==> src/rtl/gpca_op_sequencer.sv <==
// Command-side driver for the 9-row gpca array: normalises operands, encodes the
// X/P/B/C/A fields, holds them for the array settle time and returns F/S.
module gpca_op_sequencer #(
  parameter int unsigned SETTLE_CYC = 9
) (
  input  logic        clk,
  input  logic        rst,
  input  logic        cmd_valid,
  output logic        cmd_ready,
  input  logic [1:0]  cmd_op,
  input  logic [17:0] cmd_a,
  input  logic [8:0]  cmd_b,
  output logic        X,
  output logic [8:0]  P,
  output logic [18:0] B,
  output logic [18:0] C,
  output logic [17:0] A,
  input  logic [8:0]  F,
  input  logic [18:0] S,
  output logic        rsp_valid,
  input  logic        rsp_ready,
  output logic [8:0]  rsp_F,
  output logic [18:0] rsp_S,
  output logic [4:0]  rsp_sh_a,
  output logic [3:0]  rsp_sh_b,
  output logic [1:0]  rsp_op,
  output logic        rsp_err
);

  typedef enum logic [2:0] {ST_IDLE, ST_NORM, ST_DRIVE, ST_WAIT, ST_DONE} state_e;
  typedef enum logic [1:0] {OP_MUL, OP_SQR, OP_SQRT, OP_DIV} op_e;

  localparam int unsigned CW = (SETTLE_CYC > 1) ? $clog2(SETTLE_CYC) : 1;
  localparam logic [CW-1:0] CNT_LAST = CW'(SETTLE_CYC - 1);
  localparam logic [18:0] SQ_B = 19'b0011_1111_1111_1111_111;
  localparam logic [18:0] SQ_C = 19'b0100_0000_0000_0000_000;

  state_e        state_q, state_d;
  op_e           op_q, op_d;
  logic [17:0]   a_q, a_d;
  logic [8:0]    b_q, b_d;
  logic [4:0]    sh_a_q, sh_a_d;
  logic [3:0]    sh_b_q, sh_b_d;
  logic [CW-1:0] cnt_q, cnt_d;
  logic          x_q, x_d;
  logic [8:0]    p_q, p_d;
  logic [18:0]   b_fld_q, b_fld_d;
  logic [18:0]   c_fld_q, c_fld_d;
  logic [17:0]   a_fld_q, a_fld_d;
  logic [8:0]    rsp_f_q, rsp_f_d;
  logic [18:0]   rsp_s_q, rsp_s_d;
  logic [4:0]    rsp_sh_a_q, rsp_sh_a_d;
  logic [3:0]    rsp_sh_b_q, rsp_sh_b_d;
  logic [1:0]    rsp_op_q, rsp_op_d;
  logic          rsp_err_q, rsp_err_d;
  logic          a_busy, b_busy;

  // An operand keeps shifting while it is nonzero and its MSB is still clear.
  assign a_busy = ((op_q == OP_MUL) || (op_q == OP_DIV)) && !a_q[17] && (a_q != '0);
  assign b_busy = (op_q == OP_DIV) && !b_q[8] && (b_q != '0);

  always_comb begin
    state_d    = state_q;
    op_d       = op_q;
    a_d        = a_q;
    b_d        = b_q;
    sh_a_d     = sh_a_q;
    sh_b_d     = sh_b_q;
    cnt_d      = cnt_q;
    x_d        = x_q;
    p_d        = p_q;
    b_fld_d    = b_fld_q;
    c_fld_d    = c_fld_q;
    a_fld_d    = a_fld_q;
    rsp_f_d    = rsp_f_q;
    rsp_s_d    = rsp_s_q;
    rsp_sh_a_d = rsp_sh_a_q;
    rsp_sh_b_d = rsp_sh_b_q;
    rsp_op_d   = rsp_op_q;
    rsp_err_d  = rsp_err_q;
    case (state_q)
      ST_IDLE: begin
        if (cmd_valid) begin
          op_d    = op_e'(cmd_op);
          a_d     = cmd_a;
          b_d     = cmd_b;
          sh_a_d  = '0;
          sh_b_d  = '0;
          state_d = ST_NORM;
        end
      end
      ST_NORM: begin
        if (a_busy || b_busy) begin
          if (a_busy) begin
            a_d    = {a_q[16:0], 1'b0};
            sh_a_d = sh_a_q + 5'd1;
          end
          if (b_busy) begin
            b_d    = {b_q[7:0], 1'b0};
            sh_b_d = sh_b_q + 4'd1;
          end
        end else if ((op_q == OP_DIV) && (b_q == '0)) begin
          rsp_f_d    = '0;
          rsp_s_d    = '0;
          rsp_sh_a_d = '0;
          rsp_sh_b_d = '0;
          rsp_op_d   = op_q;
          rsp_err_d  = 1'b1;
          state_d    = ST_DONE;
        end else begin
          state_d = ST_DRIVE;
        end
      end
      ST_DRIVE: begin
        cnt_d   = '0;
        state_d = ST_WAIT;
        case (op_q)
          OP_MUL: begin
            x_d = 1'b0; p_d = b_q; b_fld_d = {a_q, 1'b0}; c_fld_d = {a_q, 1'b0}; a_fld_d = '0;
          end
          OP_SQR: begin
            x_d = 1'b0; p_d = a_q[8:0]; b_fld_d = SQ_B; c_fld_d = SQ_C; a_fld_d = '0;
          end
          OP_SQRT: begin
            x_d = 1'b1; p_d = '0; b_fld_d = SQ_B; c_fld_d = SQ_C; a_fld_d = a_q;
          end
          default: begin
            x_d = 1'b1; p_d = '0; b_fld_d = {b_q, 10'b0}; c_fld_d = {b_q, 10'b0}; a_fld_d = a_q;
          end
        endcase
      end
      ST_WAIT: begin
        if (cnt_q == CNT_LAST) begin
          rsp_f_d    = F;
          rsp_s_d    = S;
          rsp_sh_a_d = sh_a_q;
          rsp_sh_b_d = sh_b_q;
          rsp_op_d   = op_q;
          rsp_err_d  = 1'b0;
          state_d    = ST_DONE;
        end else begin
          cnt_d = cnt_q + 1'b1;
        end
      end
      ST_DONE: begin
        if (rsp_ready) begin
          x_d     = 1'b0;
          p_d     = '0;
          b_fld_d = '0;
          c_fld_d = '0;
          a_fld_d = '0;
          state_d = ST_IDLE;
        end
      end
      default: state_d = ST_IDLE;
    endcase
  end

  always_ff @(posedge clk) begin
    if (rst) begin
      state_q    <= ST_IDLE;
      op_q       <= OP_MUL;
      a_q        <= '0;
      b_q        <= '0;
      sh_a_q     <= '0;
      sh_b_q     <= '0;
      cnt_q      <= '0;
      x_q        <= 1'b0;
      p_q        <= '0;
      b_fld_q    <= '0;
      c_fld_q    <= '0;
      a_fld_q    <= '0;
      rsp_f_q    <= '0;
      rsp_s_q    <= '0;
      rsp_sh_a_q <= '0;
      rsp_sh_b_q <= '0;
      rsp_op_q   <= '0;
      rsp_err_q  <= 1'b0;
    end else begin
      state_q    <= state_d;
      op_q       <= op_d;
      a_q        <= a_d;
      b_q        <= b_d;
      sh_a_q     <= sh_a_d;
      sh_b_q     <= sh_b_d;
      cnt_q      <= cnt_d;
      x_q        <= x_d;
      p_q        <= p_d;
      b_fld_q    <= b_fld_d;
      c_fld_q    <= c_fld_d;
      a_fld_q    <= a_fld_d;
      rsp_f_q    <= rsp_f_d;
      rsp_s_q    <= rsp_s_d;
      rsp_sh_a_q <= rsp_sh_a_d;
      rsp_sh_b_q <= rsp_sh_b_d;
      rsp_op_q   <= rsp_op_d;
      rsp_err_q  <= rsp_err_d;
    end
  end

  assign cmd_ready = (state_q == ST_IDLE);
  assign rsp_valid = (state_q == ST_DONE);
  assign X         = x_q;
  assign P         = p_q;
  assign B         = b_fld_q;
  assign C         = c_fld_q;
  assign A         = a_fld_q;
  assign rsp_F     = rsp_f_q;
  assign rsp_S     = rsp_s_q;
  assign rsp_sh_a  = rsp_sh_a_q;
  assign rsp_sh_b  = rsp_sh_b_q;
  assign rsp_op    = rsp_op_q;
  assign rsp_err   = rsp_err_q;

endmodule

==> config.mk <==
export PLATFORM = sky130hd
export DESIGN_NAME = gpca_op_sequencer
export DESIGN_NICKNAME = d
export VERILOG_FILES = /design/src/rtl/gpca_op_sequencer.sv
export SDC_FILE = /design/constraint.sdc
export NUM_CORES = 1
export LEC_CHECK = 0
export CAP_MARGIN = 40
export CELL_PAD_IN_SITES_DETAIL_PLACEMENT = 0
export CELL_PAD_IN_SITES_GLOBAL_PLACEMENT = 2
export CORE_MARGIN = 2
export CORE_UTILIZATION = 28
export CTS_CLUSTER_DIAMETER = 150
export DETAILED_ROUTE_END_ITERATION = 16
export PLACE_DENSITY_LB_ADDON = 0.1
export SYNTH_ARGS = -nofsm -noshare
export SYNTH_HDL_FRONTEND = slang
export SYNTH_SLANG_ARGS = --single-unit
==> constraint.sdc <==
create_clock -name clk -period 2.95 [get_ports clk]
set_input_delay 0.4425 -clock clk [delete_from_list [all_inputs] [get_ports clk]]
set_output_delay 0.4425 -clock clk [all_outputs]
set_load 0.02 [all_outputs]
==> After elaboration in Yosys (flattened, before gate mapping) <==
Index checks and enable logic that the tools add are counted.
{ "classes": {"bitwise_logic": 0, "mul": 0, "n_reduce_logical": 27, "div": 0, "n_mux": 62, "n_lt_le_gt_ge": 0, "eq_ne": 17, "shifts": 0, "n_addsub": 3} }
{ "ops": {"columns": ["operator", "count"], "rows": [
  ["$pmux W19 S2", 5],
  ["$mux W18", 5],
  ["$mux W19", 4],
  ["$pmux W18 S2", 2],
  ["$pmux W9 S2", 4],
  ["$mux W9", 7],
  ["$mux W5", 6],
  ["$mux W4", 7],
  ["$pmux W4 S2", 3],
  ["$pmux W5 S2", 2],
  ["$reduce_bool A18 Y1", 1],
  ["$ne A2 B2 Y1 const B", 8],
  ["$reduce_and A4 Y1", 4],
  ["$mux W3", 5],
  ["$pmux W3 S5", 1],
  ["$logic_not A9 Y1", 1],
  ["$reduce_bool A9 Y1", 1],
  ["$add A4 B1 Y4 const B", 2],
  ["$reduce_bool A2 Y1", 4],
  ["$eq A3 B2 Y1 const B", 2],
  ["$mux W2", 3],
  ["$reduce_and A2 Y1", 3],
  ["$add A5 B1 Y5 const B", 1],
  ["$logic_and A1 B1 Y1", 5],
  ["other kinds (14)", 23]
]} }
{ "totals": {"n_memories": 0, "wordCells": 127, "input_bits": 61, "romBits": 0, "latchBits": 0, "ram_bits": 0, "ff_bits": 151, "out_inout_bits": 108} }

==> Longest topological paths before layout <==
Gate-level depths: netlist (run 1).
{ "logic_depth": {"word_depth": 7, "mapped_depth": 8} }

==> Least setup slack after synthesis (run 1) <==
No wires, ideal clock.
{ "synth_path": {"kind": "flip-flop to flip-flop", "startpoint": "register b_q[4]", "endpoint": "register rsp_f_q[0], in the netlist rsp_F[0]", "t_arrival_ps": 2276, "setup_slack_ps": 557, "n_path_buf": 1, "period_less_slack_ps": 2393, "path_stages_with_launch": 7, "cell_sequence": "dfxtp_1 -> or4_4 -> or3b_4 -> a2111oi_4 -> a21oi_4 -> buf_6 -> a22o_1"} }
{ "synth_between": {"elab_chain_len": 5, "elab_cells_between_ends": 8, "classes_between": "eq/ne: 2; reduce/logical: 6"} }
{ "synth_lines": {"columns": ["item", "line_no", "rtl"], "rows": [
  ["start: declaration", "41", "logic [8:0] b_q, b_d;"],
  ["start signal: assignment", "164", "b_q <= '0;"],
  ["start signal: assignment", "183", "b_q <= b_d;"],
  ["$reduce_bool A9 Y1", "60", "assign b_busy = (op_q == OP_DIV) && !b_q[8] && (b_q != '0);"],
  ["$logic_and A1 B1 Y1", "60", null],
  ["$logic_or A1 B1 Y1", "93", "if (a_busy || b_busy) begin"],
  ["$ne A2 B2 Y1 (no source line)", null, null],
  ["$reduce_and A4 Y1 (no source line) (*)", null, null],
  ["end signal: assignment", "192", "rsp_f_q <= rsp_f_d;"],
  ["end: declaration", "50", "logic [8:0] rsp_f_q, rsp_f_d;"]
]} }
Every way passes the cells marked *; elsewhere a longest branch is shown, timed or not.
A chain may end at the register's enable or synchronous reset.

==> Worst setup path after layout (run 1) <==
{ "layout_path": {"startpoint": "register b_q[0]", "endpoint": "register rsp_s_q[11], in the netlist rsp_S[11]"} }
{ "layout_between": {"elab_chain_len": 5, "elab_cells_between_ends": 8, "classes_between": "eq/ne: 2; reduce/logical: 6"} }
{ "layout_lines": {"columns": ["item", "line_no", "rtl"], "rows": [
  ["$reduce_bool A9 Y1", "60", null],
  ["$logic_and A1 B1 Y1", "60", null],
  ["$logic_or A1 B1 Y1", "93", null],
  ["$ne A2 B2 Y1 (no source line)", null, null],
  ["$reduce_and A4 Y1 (no source line) (*)", null, null],
  ["end signal: assignment", "193", "rsp_s_q <= rsp_s_d;"],
  ["end: declaration", "51", "logic [18:0] rsp_s_q, rsp_s_d;"]
]} }
Marked as above.

==> results_dict.tcl, run 1 <==
set metrics [dict create \
    ant_nets 0 \
    peakVddDrop_uv 322 \
    cpLargestDelayFamily "simple AND/OR/NAND/NOR gates" \
    end_kind "register" \
    vias_per_cell 4.85 \
    die-height_um 149 \
    root_buffer "clkbuf_16" \
    synth_seq_cells 149 \
    max_freq_ghz 0.360 \
    drt_iter0_markers 232 \
    start_util_pct 28.3 \
    fin_crit_sh_pct 94.1 \
    finalNetCount 861 \
    post_cts_buffers 0 \
    yosysSeqAreaShare_pct 50.4 \
    cts_made_buffers 17 \
    hold_violations 0 \
    setup_viol 0 \
    layout.cells.non_filler 1080 \
    crit_fanout 21 \
    gp_congestion 0.778 \
    grt_max_degree 74 \
    cts_resized 0 \
    async_flop_share_pct 0 \
    layout_min_cycle_time_ps 2780 \
    crit_buf_inv 1 \
    crit_type "register to register" \
    gr-total-overflow 0 \
    multi_input_area_um2 2710 \
    worst_slew_pin_slew_ps 727 \
    clk_latency_ps 430 \
    syn-cell-area_um2 5920 \
    cts_buffer_depth 2 \
    num_rows 53 \
    leakage_nw 3.05 \
    cap_violations 0 \
    rsz0062_at_grt "false" \
    die_area_um2 22300 \
    hold_path.class "register to register" \
    die_w_um 149 \
    run_status "complete, no violations" \
    skew_ps 13.6 \
    grt_pass1_wl_um 28400 \
    slew_headroom_pct 51.5 \
    synth_nets 711 \
    path_cells "or4_1 -> or3b_4 -> a2111oi_4 -> a21oi_4 -> buf_16 -> a22o_2" \
    yosysUniqueCellTypes 50 \
    synth_edf_count 0 \
    grt_pass1_vias 5045 \
    cpPeakStageDelay_ps 600 \
    maxSlewViolCount 0 \
    num_antenna_cells 0 \
    synth-main-ff-cell "dfxtp_1" \
    clock_sinks 149 \
    cts.clk_slew.worst_paths_ps 70 \
    io_buffers 167 \
    yosys_warnings 0 \
    drt_wl_total_um 18500 \
    power.density_nw_per_um2 667 \
    core_um2 20900 \
    hold_buffers 0 \
    drc_errors 0 \
    seq_area_um2 2980 \
    fillers 2098 \
    worst_setup_path_start_kind "register" \
    dp_hpwl_um 12800 \
    arrival_ps 3090 \
    place_inst 1048 \
    cp_data_required_time_ps 3260 \
    layout-drive-gt1-share_pct 9.32 \
    htreeDepth 4 \
    final.setup.tns_ps 0 \
    num_vias 5241 \
    routedWlPerCell_um 17.1 \
    slowest_stage "or4_1" \
    syn_inst 642 \
    antenna_found_initial 0 \
    grt_use_total_pct 16.6 \
    avgSynthCellArea_um2 9.21 \
    area_growth_pct 43.4 \
    io_pins 169 \
    cts_tree "done" \
    drt_first_pass_iters 4 \
]
area by class of cell:
| class | instances | area share (%) |
|---|---|---|
| flip-flops and latches | 149 | 35.2 |
| multi-input cells | 433 | 31.9 |
| repair buffers | 184 | 21.7 |
| clock buffers | 17 | 5.01 |
| well taps | 275 | 4.06 |
| clock inverters | 15 | 1.86 |
| inverters | 7 | 0.310 |
where the power goes:
part / internal [mW] / leakage [nW] / total (mW) / switching, mW
logic: 0.472 / 1.55 / 1.11 / 0.643
clock network: 1.20 / 0.293 / 2.17 / 0.971
registers: 2.15 / 1.21 / 2.37 / 0.224
total: 3.82 / 3.05 / 5.66 / 1.84
synth_stat cells (8+ instances only):
cell type,number,area share [%]
dfxtp_1,149,50
nor2_1,103,6.5
a21oi_1,49,4.1
a22oi_1,47,6.0
nand2_1,44,2.8
clkbuf_1,41,2.6
a22o_1,31,4.6
mux2i_1,26,4.4
a211oi_1,25,3.2
o21ai_0,18,1.5
nor3_1,14,1.2
nand3_1,9,0.76
ha_1,8,1.7
logic make-up after synthesis:
kind of cell             share of synthesized area [%]
AO/OA/AOI/OAI                                     23.0
XOR/XNOR                                         0.592
adder cells (fa/ha/maj)                           1.69
buffers and inverters                             4.38
flip-flops                                        50.4
multiplexers                                      4.97
other                                           0.0634
AND/OR/NAND/NOR                                   14.9
metrics by stage:
step | setup WS [ps] | area, um2 | power (mW) | utilization, % | hold WS (ps)
4_1_cts | 167 | 8480 | 5.75 | 40.6 | 458
3_3_place_gp | 299 | 7870 | 3.53 | 37.7 | 446
2_1_floorplan | 557 | 5920 | 3.04 | - | 447
3_5_place_dp | 190 | 7900 | 3.55 | 37.8 | 448
5_1_grt | 47.4 | 8480 | 5.95 | 40.6 | 481
6_report | 174 | 8480 | 5.66 | 40.6 | 454
registers in the layout (all words and copies together) (netlist names):
register / cells
C: 18
a_q: 18
rsp_op: 2
X: 1
A: 18
rsp_sh_b: 4
rsp_F: 9
sh_b_q: 4
cnt_q: 4
P: 9
sh_a_q: 5
rsp_err: 1
b_q: 9
B: 18
op_q: 2
rsp_S: 19
rsp_sh_a: 5
state_q: 3
layout by cell type, fill, tap and decap left out, drive strengths merged, types with 3 or more instances in the layout:
cell type | Yosys | final
inv | 7 | 17
mux2 | 3 | 3
a211oi | 25 | 25
clkdlybuf4s50 | 0 | 166
a22oi | 47 | 47
nor3b | 4 | 4
nand2 | 44 | 44
clkinv | 0 | 4
clkbuf | 41 | 17
ha | 8 | 8
nand3 | 9 | 9
dfxtp | 149 | 149
nand4 | 3 | 3
buf | 12 | 18
nor4 | 6 | 6
o21ai | 19 | 19
mux2i | 26 | 26
a21oi | 50 | 50
nor3 | 14 | 14
nor2 | 103 | 103
nor2b | 3 | 3
a22o | 37 | 37
per-layer routing:
layer	global-route usage [%]	wire (um)	vias to the layer above
li1	-	-	2613
met1	21.4	8480	2487
met2	26.8	8860	131
met3	4.53	1020	10
met4	5.38	154	0
met5	0	0	-
worst register-to-register path, cell delays in order (launching register included):
cell       delay (ps)
dfxtp_1           350
or4_1             600
or3b_4            440
a2111oi_4         570
a21oi_4           250
buf_16            240
a22o_2            210
path summary, 6_finish.rpt:
check | endpoint | depth (start not counted) | start | slack, ps
max reg2reg | rsp_S[11] | 6 | b_q[0] | 170
min reg2reg | B[16] | 2 | B[16] | 450
max | rsp_S[11] | 6 | b_q[0] | 170
min | B[16] | 2 | B[16] | 450
No activity file was read; power rests on OpenSTA's default activity.
==> run 2: changes to the inputs <==
- ABC_CLOCK_PERIOD_IN_PS: not set -> 2950
- CAP_MARGIN: 40 -> not set
==> run 2 against run 1 <==
Global-route usage barely moved. Die area unchanged. Via count down 0.17%. Combinational power hardly changed. Sequential share of layout area increased by 0.16 points. Clock power about the same. Sequential power about the same. First-iteration DRC count grew 2.6%. Sequential cell count did not move. Wire length increased by 0.26%. Final area is 0.46% lower.
==> results_dict.tcl, run 2 (synthesized netlist as in run 1, its figures left out) <==
set metrics [dict create \
    root_buffer "clkbuf_16" \
    gr-total-overflow 0 \
    setup_viol 0 \
    combinationalPowerShare_pct 19.7 \
    cap_violations 0 \
    seqPwrFrac_pct 42.3 \
    drt_iter0_markers 238 \
    mostFrequentLayoutCells "166 x clkdlybuf4s50_1, 149 x dfxtp_1, 103 x nor2_1" \
    rsz0062_at_grt "false" \
    crit_fanout 37 \
    fillers 2078 \
    clock_sinks 149 \
    maxSlewViolCount 0 \
    start_util_pct 28.3 \
    io_pins 169 \
    placed_area_um2 7870 \
    crit_type "register to register" \
    grt_pass1_vias 5027 \
    p_int_mw 3.88 \
    layout-drive-gt1-share_pct 8.97 \
    antenna_found_initial 0 \
    cts_made_buffers 17 \
    post_cts_buffers 0 \
    worst_setup_path_start_kind "register" \
    io_buffers 167 \
    run_status "complete, no violations" \
    peakVddDrop_uv 391 \
    cts_resized 0 \
    fin_crit_sh_pct 93.4 \
    hold_buffers 0 \
    switching_share_pct 31.0 \
    hold_violations 0 \
    hold_path.class "register to register" \
    final_util_pct 40.4 \
    grt_pass1_wl_um 28600 \
    drc_errors 0 \
    num_antenna_cells 0 \
    vias_per_cell 4.85 \
    skew_ps 9.51 \
    drt_first_pass_iters 4 \
    num_rows 53 \
    routedWlPerCell_um 17.2 \
    drt_wl_total_um 18600 \
    holdWs_ps 452 \
    gp_congestion 0.778 \
    cp_data_required_time_ps 3260 \
    final.setup.tns_ps 0 \
    grt_max_degree 74 \
    dp_hpwl_um 12700 \
    layout_min_cycle_time_ps 2760 \
    cts_buffer_depth 2 \
    max_freq_ghz 0.363 \
    cts_tree "done" \
    area_growth_pct 42.8 \
    grt_use_total_pct 16.6 \
    leakage_nw 3.02 \
    layout_commonest_cell "clkdlybuf4s50_1" \
    cts.clk_slew.worst_paths_ps 60 \
    arrival_ps 3070 \
    ant_nets 0 \
    slew_headroom_pct 35.3 \
    htreeDepth 4 \
    end_kind "register" \
    clk_latency_ps 420 \
    worst_slew_pin_slew_ps 969 \
    switchingPower_mw 1.74 \
    finalPower_mw 5.62 \
    finalNetCount 860 \
    core_um2 20900 \
    die_w_um 149 \
    die-height_um 149 \
    clkPwrFrac_pct 38.0 \
    finish.instance_area_um2 8450 \
    largest_reg_flops 19 \
    power.density_nw_per_um2 665 \
    num_vias 5232 \
    die_area_um2 22300 \
]
-- run 2: cell count changes in the layout (fill, tap and decap cells not counted), sizes merged --
cell / delta
clkinvlp: +3
buf: -1
inv: -8
clkbuf: +2
clkinv: +1
bufinv: +1
-- run 2: final cells by class --
| class | count | area [um2] | area share (%) |
|---|---|---|---|
| Clock buffer | 19 | 443 | 5.24 |
| Clock inverter | 12 | 129 | 1.53 |
| Inverter | 7 | 26.3 | 0.311 |
| Multi-Input combinational cell | 433 | 2710 | 32.0 |
| Sequential cell | 149 | 2980 | 35.3 |
| Tap cell | 275 | 344 | 4.07 |
| Timing Repair Buffer | 183 | 1810 | 21.5 |
-- run 2: power by group through the flow --
stage	clock network, mW	registers, mW	logic, mW
floorplan	0	2.35	0.690
global placement	0	2.42	1.11
detailed placement	0	2.42	1.12
CTS	2.21	2.38	1.12
global route	2.29	2.40	1.22
finish	2.14	2.38	1.11
-- run 2: worst max-delay path, stage by stage, from the launching register on --
cell and delay, ps:
dfxtp_1 350, or4_1 600, or3b_4 440, a2111oi_4 590, a21oi_4 350, a22o_2 300
-- run 2: worst paths after layout --
check	to	cells past startpoint	from	slack [ps]
min reg2reg	B[14]	2	B[14]	450
max reg2reg	rsp_S[16]	5	b_q[0]	190
max	rsp_S[16]	5	b_q[0]	190
min	B[14]	2	B[14]	450
-- run 2: per-stage QoR --
stage	instances	setup WS, ps
6_report	1078	194
5_1_grt	1078	100
4_1_cts	1078	209
3_5_place_dp	1047	213
3_3_place_gp	1047	299
2_1_floorplan	642	557
-- run 2: routing by layer --
| layer | vias up | global-route usage, % | routed length (um) |
|---|---|---|---|
| met4 | 0 | 3.81 | 146 |
| met3 | 9 | 4.95 | 1090 |
| li1 | 2605 | - | - |
| met5 | - | 0 | 0 |
| met1 | 2482 | 21.4 | 8500 |
| met2 | 136 | 27.4 | 8820 |
==> run 3: changes to the inputs <==
- CORE_UTILIZATION: 28 -> 29
- CTS_BUF_LIST: not set -> sky130_fd_sc_hd__clkbuf_4
- MAX_ROUTING_LAYER: not set -> met4
- REMOVE_ABC_BUFFERS: not set -> 1
==> run 3 against run 2 <==
Critical path depth shrank 2. Count of clock-buffer cells in the layout shrank 2. Global-route usage grew 1.4 points. Worst hold slack lost 160 ps. Critical endpoint is now rsp_valid. Setup slack lost 7.0 ps. Sequential share of layout area grew 1.3 points. Sequential power is essentially flat.
==> results_dict.tcl, run 3 (synthesized netlist as in run 1, its figures left out) <==
set metrics [dict create \
    run_status "complete, no violations" \
    setup_ws_ps 187 \
    gp_congestion 0.750 \
    routedWlPerCell_um 17.4 \
    switchingPower_mw 1.63 \
    vias_per_cell 4.94 \
    cts.clk_slew.worst_paths_ps 130 \
    grt_max_degree 95 \
    slowest_stage "clkdlybuf4s50_1" \
    max_freq_ghz 0.362 \
    finalNetCount 863 \
    die-height_um 147 \
    grt_use_total_pct 18.0 \
    num_vias 5318 \
    worst_r2r_endpoint "rsp_S[17]" \
    worst_setup_path_start_kind "register" \
    power.density_nw_per_um2 572 \
    area_growth_pct 37.8 \
    final_util_pct 40.5 \
    placed_area_um2 7900 \
    cts_resized 0 \
    htreeDepth 4 \
    cpPeakStageDelay_ps 590 \
    die_area_um2 21600 \
    hold_path.class "primary input to register" \
    maxSlewViolCount 0 \
    switching_share_pct 34.9 \
    r2r_slack_ps 300 \
    num_rows 52 \
    io_pins 169 \
    cts_made_buffers 17 \
    min_path_cells 2 \
    finish.instance_area_um2 8150 \
    largest_reg_flops 19 \
    rsz0062_at_grt "false" \
    cpLargestDelayFamily "buffers and inverters" \
    finalPower_mw 4.66 \
    clk_latency_ps 540 \
    drt_first_pass_iters 4 \
    place_inst 1045 \
    final.setup.tns_ps 0 \
    slew_headroom_pct 33.9 \
    io_buffers 167 \
    start_util_pct 29.4 \
    die_w_um 147 \
    layout.cells.non_filler 1077 \
    pre_cts_ws_ps 360 \
    fin_crit_sh_pct 93.7 \
    clock_sinks 149 \
    mostFrequentLayoutCells "166 x clkdlybuf4s50_1, 149 x dfxtp_1, 103 x nor2_1" \
    cts_buffer_depth 2 \
    path_cells "nor3b_1 -> buf_4 -> clkdlybuf4s50_1" \
    hold_violations 0 \
    core_um2 20100 \
    post_cts_buffers 0 \
    worst_slew_pin_slew_ps 989 \
    drt_iter0_markers 288 \
    skew_ps 19.0 \
    drt_wl_total_um 18700 \
    grt_pass1_wl_um 29600 \
    clkPwrFrac_pct 24.9 \
    hold_start "rst" \
    crit_type "register to output port" \
    fillers 1983 \
    seqPwrFrac_pct 50.9 \
    reg2regPathDepth 7 \
    setup_viol 0 \
    crit_buf_inv 2 \
    holdPathEnd "cnt_q[0]" \
    cts_tree "done" \
    peakVddDrop_uv 208 \
    drc_errors 0 \
    ant_nets 0 \
    end_kind "output port" \
    layout_commonest_cell "clkdlybuf4s50_1" \
    gr-total-overflow 0 \
    p_int_mw 3.03 \
    holdWs_ps 294 \
    arrival_ps 2320 \
    grt_pass1_vias 5151 \
    crit_fanout 10 \
    cp_data_required_time_ps 2510 \
    layout-drive-gt1-share_pct 9.19 \
    cap_violations 0 \
    layout_min_cycle_time_ps 2760 \
    root_buffer "clkbuf_4" \
    r2r_start "op_q[0]" \
    leakage_nw 2.89 \
    combinationalPowerShare_pct 24.2 \
    dp_hpwl_um 12900 \
    hold_buffers 0 \
    antenna_found_initial 2 \
]
[run 3: cell types whose count changed in the layout (fill, tap and decap cells not counted), moves of 2 or more]
cell       delta
clkbuf_16    -17
clkbuf_4     +17
clkinv_4      +3
buf_4         +2
diode_2       +2
inv_6         -2
[run 3: power groups by stage]
stage,Combinational (mW),Clock [mW],Sequential (mW)
after floorplan,0.628,0,2.36
after global placement,1.13,0,2.41
after detailed placement,1.14,0,2.41
after CTS,1.14,1.22,2.37
after global routing,1.25,1.31,2.40
final,1.13,1.16,2.37
[run 3: per-layer routing]
| layer | track usage [%] | up-vias | share of wire [%] |
|---|---|---|---|
| met5 | - | - | 0 |
| met1 | 23.8 | 2539 | 47 |
| met3 | 4.41 | 16 | 5.8 |
| met2 | 27.8 | 141 | 46 |
| li1 | - | 2622 | - |
| met4 | 4.47 | 0 | 1.2 |
[run 3: how the worst max path moves through the flow]
stage,from,end,slack (ps),cells past startpoint
after floorplan,state_q[0],sh_b_q[0],-1860,5
after detailed placement,op_q[0],rsp_S[16],360,7
after global placement,op_q[0],rsp_S[11],380,7
after CTS,state_q[2],rsp_valid,120,3
after global routing,state_q[2],rsp_valid,40,3
final,state_q[2],rsp_valid,190,3
[run 3: cell type report]
class                   instances  area [um2]  share of cell area (%)
clock inverters                13         114                    1.40
well taps                     270         338                    4.15
inverters                       7        26.3                   0.322
multi-input cells             433        2710                    33.2
clock buffers                  17         128                    1.57
diodes                          2        5.00                  0.0614
repair buffers                186        1850                    22.7
flip-flops and latches        149        2980                    36.6
